==> src/rtl/naneye_upstream_tx_if.sv <==
// Config-word handshake between register/control logic and the NanEye upstream transmitter.
interface naneye_upstream_tx_if #(
  parameter int WORD_W = 16
);
  logic [WORD_W-1:0] cfg_data;
  logic              cfg_valid;
  logic              cfg_ready;

  modport master (output cfg_data, output cfg_valid, input cfg_ready);
  modport slave  (input cfg_data, input cfg_valid, output cfg_ready);
endinterface

==> src/rtl/naneye_upstream_tx.sv <==
// NanEye upstream config transmitter: sends one held word as BMC symbols inside the sensor window.
// Optional even-parity bit after the data is enabled by defining UPSTREAM_PARITY_EN.
module naneye_upstream_tx #(
  parameter int WORD_W       = 16,
  parameter int HALF_BIT_CYC = 4,
  parameter int GUARD_CYC    = 8
) (
  input  logic                  SCLOCK,
  input  logic                  RESET,
  input  logic                  upstream_win,
  naneye_upstream_tx_if.slave   cfg,
  output logic                  SENSOR_TX,
  output logic                  SENSOR_OE,
  output logic                  tx_busy,
  output logic                  tx_done,
  output logic                  tx_abort
);

  localparam int HC_W = $clog2(HALF_BIT_CYC);
  localparam int BI_W = $clog2(WORD_W + 2);
  localparam int GC_W = $clog2(GUARD_CYC + 1);

  localparam logic [HC_W-1:0] HC_LAST = HC_W'(HALF_BIT_CYC - 1);
  localparam logic [BI_W-1:0] BI_LAST = BI_W'(WORD_W - 1);
  localparam logic [GC_W-1:0] GC_LAST = GC_W'(GUARD_CYC - 1);

  typedef enum logic [2:0] {
    S_IDLE, S_WAIT_WIN, S_GUARD, S_START, S_DATA, S_PARITY, S_TRAIL
  } state_t;

  state_t            state_q, state_n;
  logic [HC_W-1:0]   hcnt_q, hcnt_n;
  logic              half_q, half_n;
  logic [BI_W-1:0]   bidx_q, bidx_n;
  logic [GC_W-1:0]   gcnt_q, gcnt_n;
  logic [WORD_W-1:0] sreg_q, sreg_n;
  logic              tx_q, tx_n;
  logic              oe_q, oe_n;
  logic              done_q, done_n;
  logic              abort_q, abort_n;
  logic              win_q;
`ifdef UPSTREAM_PARITY_EN
  logic              par_q, par_n;
`endif

  logic win_rise, active, bit_end, cur_bit;

  assign win_rise = upstream_win & ~win_q;
  assign active   = (state_q == S_GUARD) || (state_q == S_START) || (state_q == S_DATA) ||
                    (state_q == S_PARITY) || (state_q == S_TRAIL);
  assign bit_end  = half_q && (hcnt_q == HC_LAST);

  // Value of the symbol currently on the line; decides the mid-bit toggle.
  always_comb begin
    cur_bit = 1'b0;
    case (state_q)
      S_START:  cur_bit = 1'b1;
      S_DATA:   cur_bit = sreg_q[WORD_W-1];
`ifdef UPSTREAM_PARITY_EN
      S_PARITY: cur_bit = par_q;
`endif
      default:  cur_bit = 1'b0;
    endcase
  end

  always_comb begin
    state_n = state_q;
    hcnt_n  = hcnt_q;
    half_n  = half_q;
    bidx_n  = bidx_q;
    gcnt_n  = gcnt_q;
    sreg_n  = sreg_q;
    tx_n    = tx_q;
    oe_n    = oe_q;
    done_n  = 1'b0;
    abort_n = 1'b0;
`ifdef UPSTREAM_PARITY_EN
    par_n   = par_q;
`endif

    // A window fall on the very last TRAIL cycle still completes the word.
    if (active && !upstream_win && !((state_q == S_TRAIL) && bit_end)) begin
      state_n = S_IDLE;
      oe_n    = 1'b0;
      tx_n    = 1'b0;
      abort_n = 1'b1;
    end else begin
      if (active && (state_q != S_GUARD)) begin
        if (hcnt_q == HC_LAST) begin
          hcnt_n = '0;
          half_n = ~half_q;
          if (!half_q && cur_bit) tx_n = ~tx_q;
        end else begin
          hcnt_n = hcnt_q + 1'b1;
        end
      end

      case (state_q)
        S_IDLE: begin
          tx_n = 1'b0;
          oe_n = 1'b0;
          if (cfg.cfg_valid) begin
            state_n = S_WAIT_WIN;
            sreg_n  = cfg.cfg_data;
`ifdef UPSTREAM_PARITY_EN
            par_n   = ^cfg.cfg_data;
`endif
          end
        end
        S_WAIT_WIN: begin
          if (win_rise) begin
            state_n = S_GUARD;
            oe_n    = 1'b1;
            tx_n    = 1'b0;
            gcnt_n  = '0;
          end
        end
        S_GUARD: begin
          if (gcnt_q == GC_LAST) begin
            state_n = S_START;
            tx_n    = 1'b1;
            hcnt_n  = '0;
            half_n  = 1'b0;
          end else begin
            gcnt_n = gcnt_q + 1'b1;
          end
        end
        S_START: begin
          if (bit_end) begin
            state_n = S_DATA;
            bidx_n  = '0;
            tx_n    = ~tx_q;
          end
        end
        S_DATA: begin
          if (bit_end) begin
            sreg_n = {sreg_q[WORD_W-2:0], 1'b0};
            if (bidx_q == BI_LAST) begin
`ifdef UPSTREAM_PARITY_EN
              state_n = S_PARITY;
              tx_n    = ~tx_q;
`else
              state_n = S_TRAIL;
              tx_n    = 1'b0;
`endif
            end else begin
              bidx_n = bidx_q + 1'b1;
              tx_n   = ~tx_q;
            end
          end
        end
`ifdef UPSTREAM_PARITY_EN
        S_PARITY: begin
          if (bit_end) begin
            state_n = S_TRAIL;
            tx_n    = 1'b0;
          end
        end
`endif
        S_TRAIL: begin
          tx_n = 1'b0;
          if (bit_end) begin
            state_n = S_IDLE;
            oe_n    = 1'b0;
            done_n  = 1'b1;
          end
        end
        default: begin
          state_n = S_IDLE;
          oe_n    = 1'b0;
          tx_n    = 1'b0;
        end
      endcase
    end
  end

  always_ff @(posedge SCLOCK or negedge RESET) begin
    if (!RESET) begin
      state_q <= S_IDLE;
      hcnt_q  <= '0;
      half_q  <= 1'b0;
      bidx_q  <= '0;
      gcnt_q  <= '0;
      sreg_q  <= '0;
      tx_q    <= 1'b0;
      oe_q    <= 1'b0;
      done_q  <= 1'b0;
      abort_q <= 1'b0;
      win_q   <= 1'b0;
`ifdef UPSTREAM_PARITY_EN
      par_q   <= 1'b0;
`endif
    end else begin
      state_q <= state_n;
      hcnt_q  <= hcnt_n;
      half_q  <= half_n;
      bidx_q  <= bidx_n;
      gcnt_q  <= gcnt_n;
      sreg_q  <= sreg_n;
      tx_q    <= tx_n;
      oe_q    <= oe_n;
      done_q  <= done_n;
      abort_q <= abort_n;
      win_q   <= upstream_win;
`ifdef UPSTREAM_PARITY_EN
      par_q   <= par_n;
`endif
    end
  end

  assign cfg.cfg_ready = (state_q == S_IDLE);
  assign tx_busy       = (state_q != S_IDLE);
  assign SENSOR_TX     = tx_q;
  assign SENSOR_OE     = oe_q;
  assign tx_done       = done_q;
  assign tx_abort      = abort_q;

endmodule

==> src/flat_wrapper.sv <==
// flat-port wrapper written by rule: the top's interface ports become plain ports
module naneye_upstream_tx_flat 
#(
  parameter int WORD_W       = 16,
  parameter int HALF_BIT_CYC = 4,
  parameter int GUARD_CYC    = 8
)
  (SCLOCK, RESET, upstream_win, SENSOR_TX, SENSOR_OE, tx_busy, tx_done, tx_abort, cfg_cfg_data, cfg_cfg_valid, cfg_cfg_ready);
  naneye_upstream_tx_if #(.WORD_W(WORD_W)) cfg_i ();
  input  logic SCLOCK;
  input  logic RESET;
  input  logic upstream_win;
  output logic SENSOR_TX;
  output logic SENSOR_OE;
  output logic tx_busy;
  output logic tx_done;
  output logic tx_abort;
  input wire logic [$bits(cfg_i.cfg_data)-1:0] cfg_cfg_data;
  input wire logic [$bits(cfg_i.cfg_valid)-1:0] cfg_cfg_valid;
  output wire logic [$bits(cfg_i.cfg_ready)-1:0] cfg_cfg_ready;
  assign cfg_i.cfg_data = cfg_cfg_data;
  assign cfg_i.cfg_valid = cfg_cfg_valid;
  assign cfg_cfg_ready = cfg_i.cfg_ready;
  naneye_upstream_tx #(.WORD_W(WORD_W), .HALF_BIT_CYC(HALF_BIT_CYC), .GUARD_CYC(GUARD_CYC)) u_core (.SCLOCK(SCLOCK), .RESET(RESET), .upstream_win(upstream_win), .cfg(cfg_i), .SENSOR_TX(SENSOR_TX), .SENSOR_OE(SENSOR_OE), .tx_busy(tx_busy), .tx_done(tx_done), .tx_abort(tx_abort));
endmodule
==> config.mk <==
export PLATFORM = sky130hd
export DESIGN_NAME = naneye_upstream_tx_flat
export DESIGN_NICKNAME = d
export VERILOG_FILES = /design/src/rtl/naneye_upstream_tx_if.sv /design/src/rtl/naneye_upstream_tx.sv /design/src/flat_wrapper.sv
export SDC_FILE = /design/constraint.sdc
export NUM_CORES = 1
export LEC_CHECK = 0
export CORE_MARGIN = 5
export CORE_UTILIZATION = 54
export DETAILED_ROUTE_END_ITERATION = 6
export GPL_ROUTABILITY_DRIVEN = 0
export PLACE_DENSITY = 0.8
export SETUP_SLACK_MARGIN = 0.02
export SLEW_MARGIN = 20
export SYNTH_ARGS = -nofsm -noshare
export SYNTH_HDL_FRONTEND = slang
export SYNTH_SLANG_ARGS = --single-unit
==> constraint.sdc <==
create_clock -name SCLOCK -period 2.9 [get_ports SCLOCK]
set_input_delay 0.29 -clock SCLOCK [delete_from_list [all_inputs] [get_ports SCLOCK]]
set_output_delay 0.29 -clock SCLOCK [all_outputs]
set_load 0.02 [all_outputs]
==> metrics.md <==
| Metric | Value |
|---|---|
| Met2 WL | 1919 um |
| Synth warnings | 0 |
| First-pass GRT wire length | 7079 um |
| Met3 Wirelength | 226 um |
| Die H | 70.18 um |
| Vias in the first global route | 1628 |
| I/O pin count | 26 |
| Max Cap Violations | 0 |
| Post-synth EDFFs | 0 |
| Clk buf depth | 2 |
| Htree depth | 2 |
| Reg2reg path depth | 7 |
| Final net count | 254 |
| CORE AREA | 3416 um2 |
| DR vias | 1591 |
| Crit path max fanout | 9 |
| CP max stage cell | or4b_4 |
| Crit path capture type | flop |
| Highest metal used | met4 |
| Share of layout cells above drive strength 1 | 0.05217 |
| Setup Skew | 0.01662 ns |
| Reg2reg end | u_core.bidx_q[3]$_DFFE_PN0P_ |
| Hold buffers post-CTS | 0 |
| Worst skew pair latency | 0.35 ns |
| Detailed Route WL | 3922 um |
| Cell variety after synth | 43 |
| Metal-1 WL | 1702 um |
| Clk slew on worst S/H paths | 0.12 ns |
| Most frequent cells in the layout | dfrtp_1, nand2_1, clkdlybuf4s50_1 |
| Total gr overflow | 0 |
| Maximum vdd ir drop | 0.0004491 V |
| CTS tree | done |
| GRT Util Overall | 0.1789 |
| Slew Limit Fails | 0 |
| PortBufs | 25 |
| Final setup violation count | 0 |
| Critical Path Stages | 7 |
| Fillers | 269 |
| HPWL after DPL | 2788 um |
| Status | completed |
| Final Hold Viols | 0 |
| Worst setup endpoint | u_core.bidx_q[3]$_DFFE_PN0P_ |
| Average wire per standard cell | 14.21 um |
| Syn Inst Count | 208 |
| Hold/Removal Path Class | in -> async |
| CTS resizes | 0 |
| Vias/cell | 5.764 |
| Critical path's top delay family | simple AND/OR/NAND/NOR gates |
| Most used cell, CP | ha_1 |
| Clock buffers created by TritonCTS | 5 |
| WS Path Type | reg -> reg |
| Max-slew headroom | 0.4527 |
| Reg2Reg Setup Slack | 0.46 ns |
| CP max stage delay | 0.50 ns |
| Seq/Total Area, Yosys | 0.4607 |
| Synth Cell Area | 1956 um2 |
| Synth Flop Type | dfrtp_1 |
| Sinks on Clock Net | 36 |
| Largest net degree at the start of global routing | 37 |
| Async SR Flop Fraction | 1.000 |
| CP startpoint | u_core.bidx_q[0]$_DFFE_PN0P_ |
| Num rows | 21 |
| Tot Pwr | 1.805 mW |
| Iteration-0 DRC Markers | 232 |
| Total die area | 4925 um2 |
| # diodes | 0 |
| Setup TNS Final | 0 ns |
| Achievable frequency | 0.4093 GHz |
| Critical Path, Cell by Cell | ha_1 > and3_1 > ha_1 > or4b_4 > a21o_4 > or4_1 > nand3_1 |
| RSZ-0062 raised after global routing | no |
| Arr. time, crit path | 2.73 ns |
| Final min period | 2.443 ns |
| Post-synthesis to final-layout area growth | 17.53% |
| Syn Nets | 233 |
| Pwr Density | 785.5 nW/um2 |
| Post-CTS Setup Inserts | 0 |
| Tcrit/Tclk final | 0.8425 |
| First drt pass iteration count | 4 |
| Critical path required time | 3.19 ns |
| Reg-to-Reg Start | u_core.bidx_q[0]$_DFFE_PN0P_ |
| Layout Utilization | 0.6729 |
| Initial Util | 0.5725 |
| Die W | 70.18 um |
| Syn Area/Cell | 9.402 um2 |
| Commonest non-fill, non-tap cell in the layout | dfrtp_1 |
| LEAKAGE | 1.084 nW |
| Final ANT Viol Nets | 0 |
| Crit start category | flop |
| Worst slew pin tran | 0.8210 ns |
| Initial antenna violation count | 0 |
| # DRC | 0 |
| Final hold slack | 0.3276 ns |
| Clock root buffer | clkbuf_4 |
| Seq cells post-synth | 36 |
| Crit path buf inv count | 0 |
power breakdown:
group	switching [mW]	internal, mW	leakage [nW]
Combinational	0.321	0.280	0.582
Sequential	0.177	0.678	0.459
Clock	0.170	0.181	0.0422
Total	0.667	1.14	1.08
worst register-to-register path, stage by stage, from the launching register on:
cell     delay [ns]
dfrtp_1        0.42
ha_1           0.24
and3_1         0.19
ha_1           0.23
or4b_4         0.50
a21o_4         0.26
or4_1          0.46
nand3_1        0.10
how the worst min path moves through the flow:
| stage | start | to |
|---|---|---|
| floorplan | RESET | u_core.SENSOR_OE$_DFFE_PN0P_ |
| detailed placement | u_core.bidx_q[4]$_DFFE_PN0P_ | u_core.bidx_q[4]$_DFFE_PN0P_ |
| global placement | u_core.sreg_q[5]$_DFFE_PN0P_ | u_core.sreg_q[5]$_DFFE_PN0P_ |
| global route | RESET | u_core.SENSOR_OE$_DFFE_PN0P_ |
| CTS | RESET | u_core.SENSOR_OE$_DFFE_PN0P_ |
| finish | RESET | u_core.state_q[2]$_DFFE_PN0P_ |
metrics by stage:
step / setup WS, ns / std cells / instance area, um2
2_1_floorplan: 0.5701 / 208 / 1956
3_3_place_gp: 0.5357 / 268 / 2222
3_5_place_dp: 0.4692 / 268 / 2222
4_1_cts: 0.4530 / 276 / 2298
5_1_grt: 0.3915 / 276 / 2298
6_report: 0.4567 / 276 / 2298
sequential cells by signal, summed over array words and instances, names as in the netlist:
name,count
u_core.half_q,1
u_core.gcnt_q,4
u_core.tx_done,1
u_core.bidx_q,5
u_core.SENSOR_TX,1
u_core.hcnt_q,2
u_core.SENSOR_OE,1
u_core.sreg_q,16
u_core.state_q,3
u_core.tx_abort,1
u_core.win_q,1
area by class of cell:
type	count	area (um2)	area share
clock buffer	6	41.29	0.01796
inverter	9	33.78	0.01470
tap	46	57.56	0.02504
clock inverter	2	35.03	0.01524
multi-input combinational	150	964.7	0.4197
sequential	36	900.9	0.3919
timing repair buffer	27	265.3	0.1154
cell families (layout without fill, tap and decap cells):
| group | count (synthesis) | in the layout | share of synthesized area |
|---|---|---|---|
| muxes | 16 | 16 | 0.08253 |
| buffers and inverters | 22 | 44 | 0.04606 |
| AOI/OAI and AO/OA | 60 | 60 | 0.1971 |
| DFF | 36 | 36 | 0.4607 |
| adders and majority gates | 5 | 5 | 0.03199 |
| and+or+nand+nor | 69 | 69 | 0.1817 |
cell usage after synthesis, drive strengths merged, types with 2 or more instances:
library cell	n	area [um2]
dfrtp	36	900.9
or4	3	22.52
a21oi	11	55.05
nand3b	3	22.52
nor3b	2	15.01
nor2b	2	12.51
nand3	7	35.03
and2	2	12.51
or3b	2	17.52
clkbuf	8	30.03
nor2	7	26.28
nand2b	6	37.54
nand2	29	108.9
o21ai	24	120.1
a211oi	2	15.01
ha	5	62.56
nor3	2	10.01
inv	9	33.78
buf	5	26.27
o31ai	4	30.03
mux2i	15	150.1
a22o	6	52.55
per-layer routing:
metal,vias to the layer above,GRT usage
met5,-,0
met4,0,0.08511
met3,7,0.05882
met2,43,0.2949
met1,755,0.2093
li1,786,-
No activity file was read; power rests on OpenSTA's default activity.
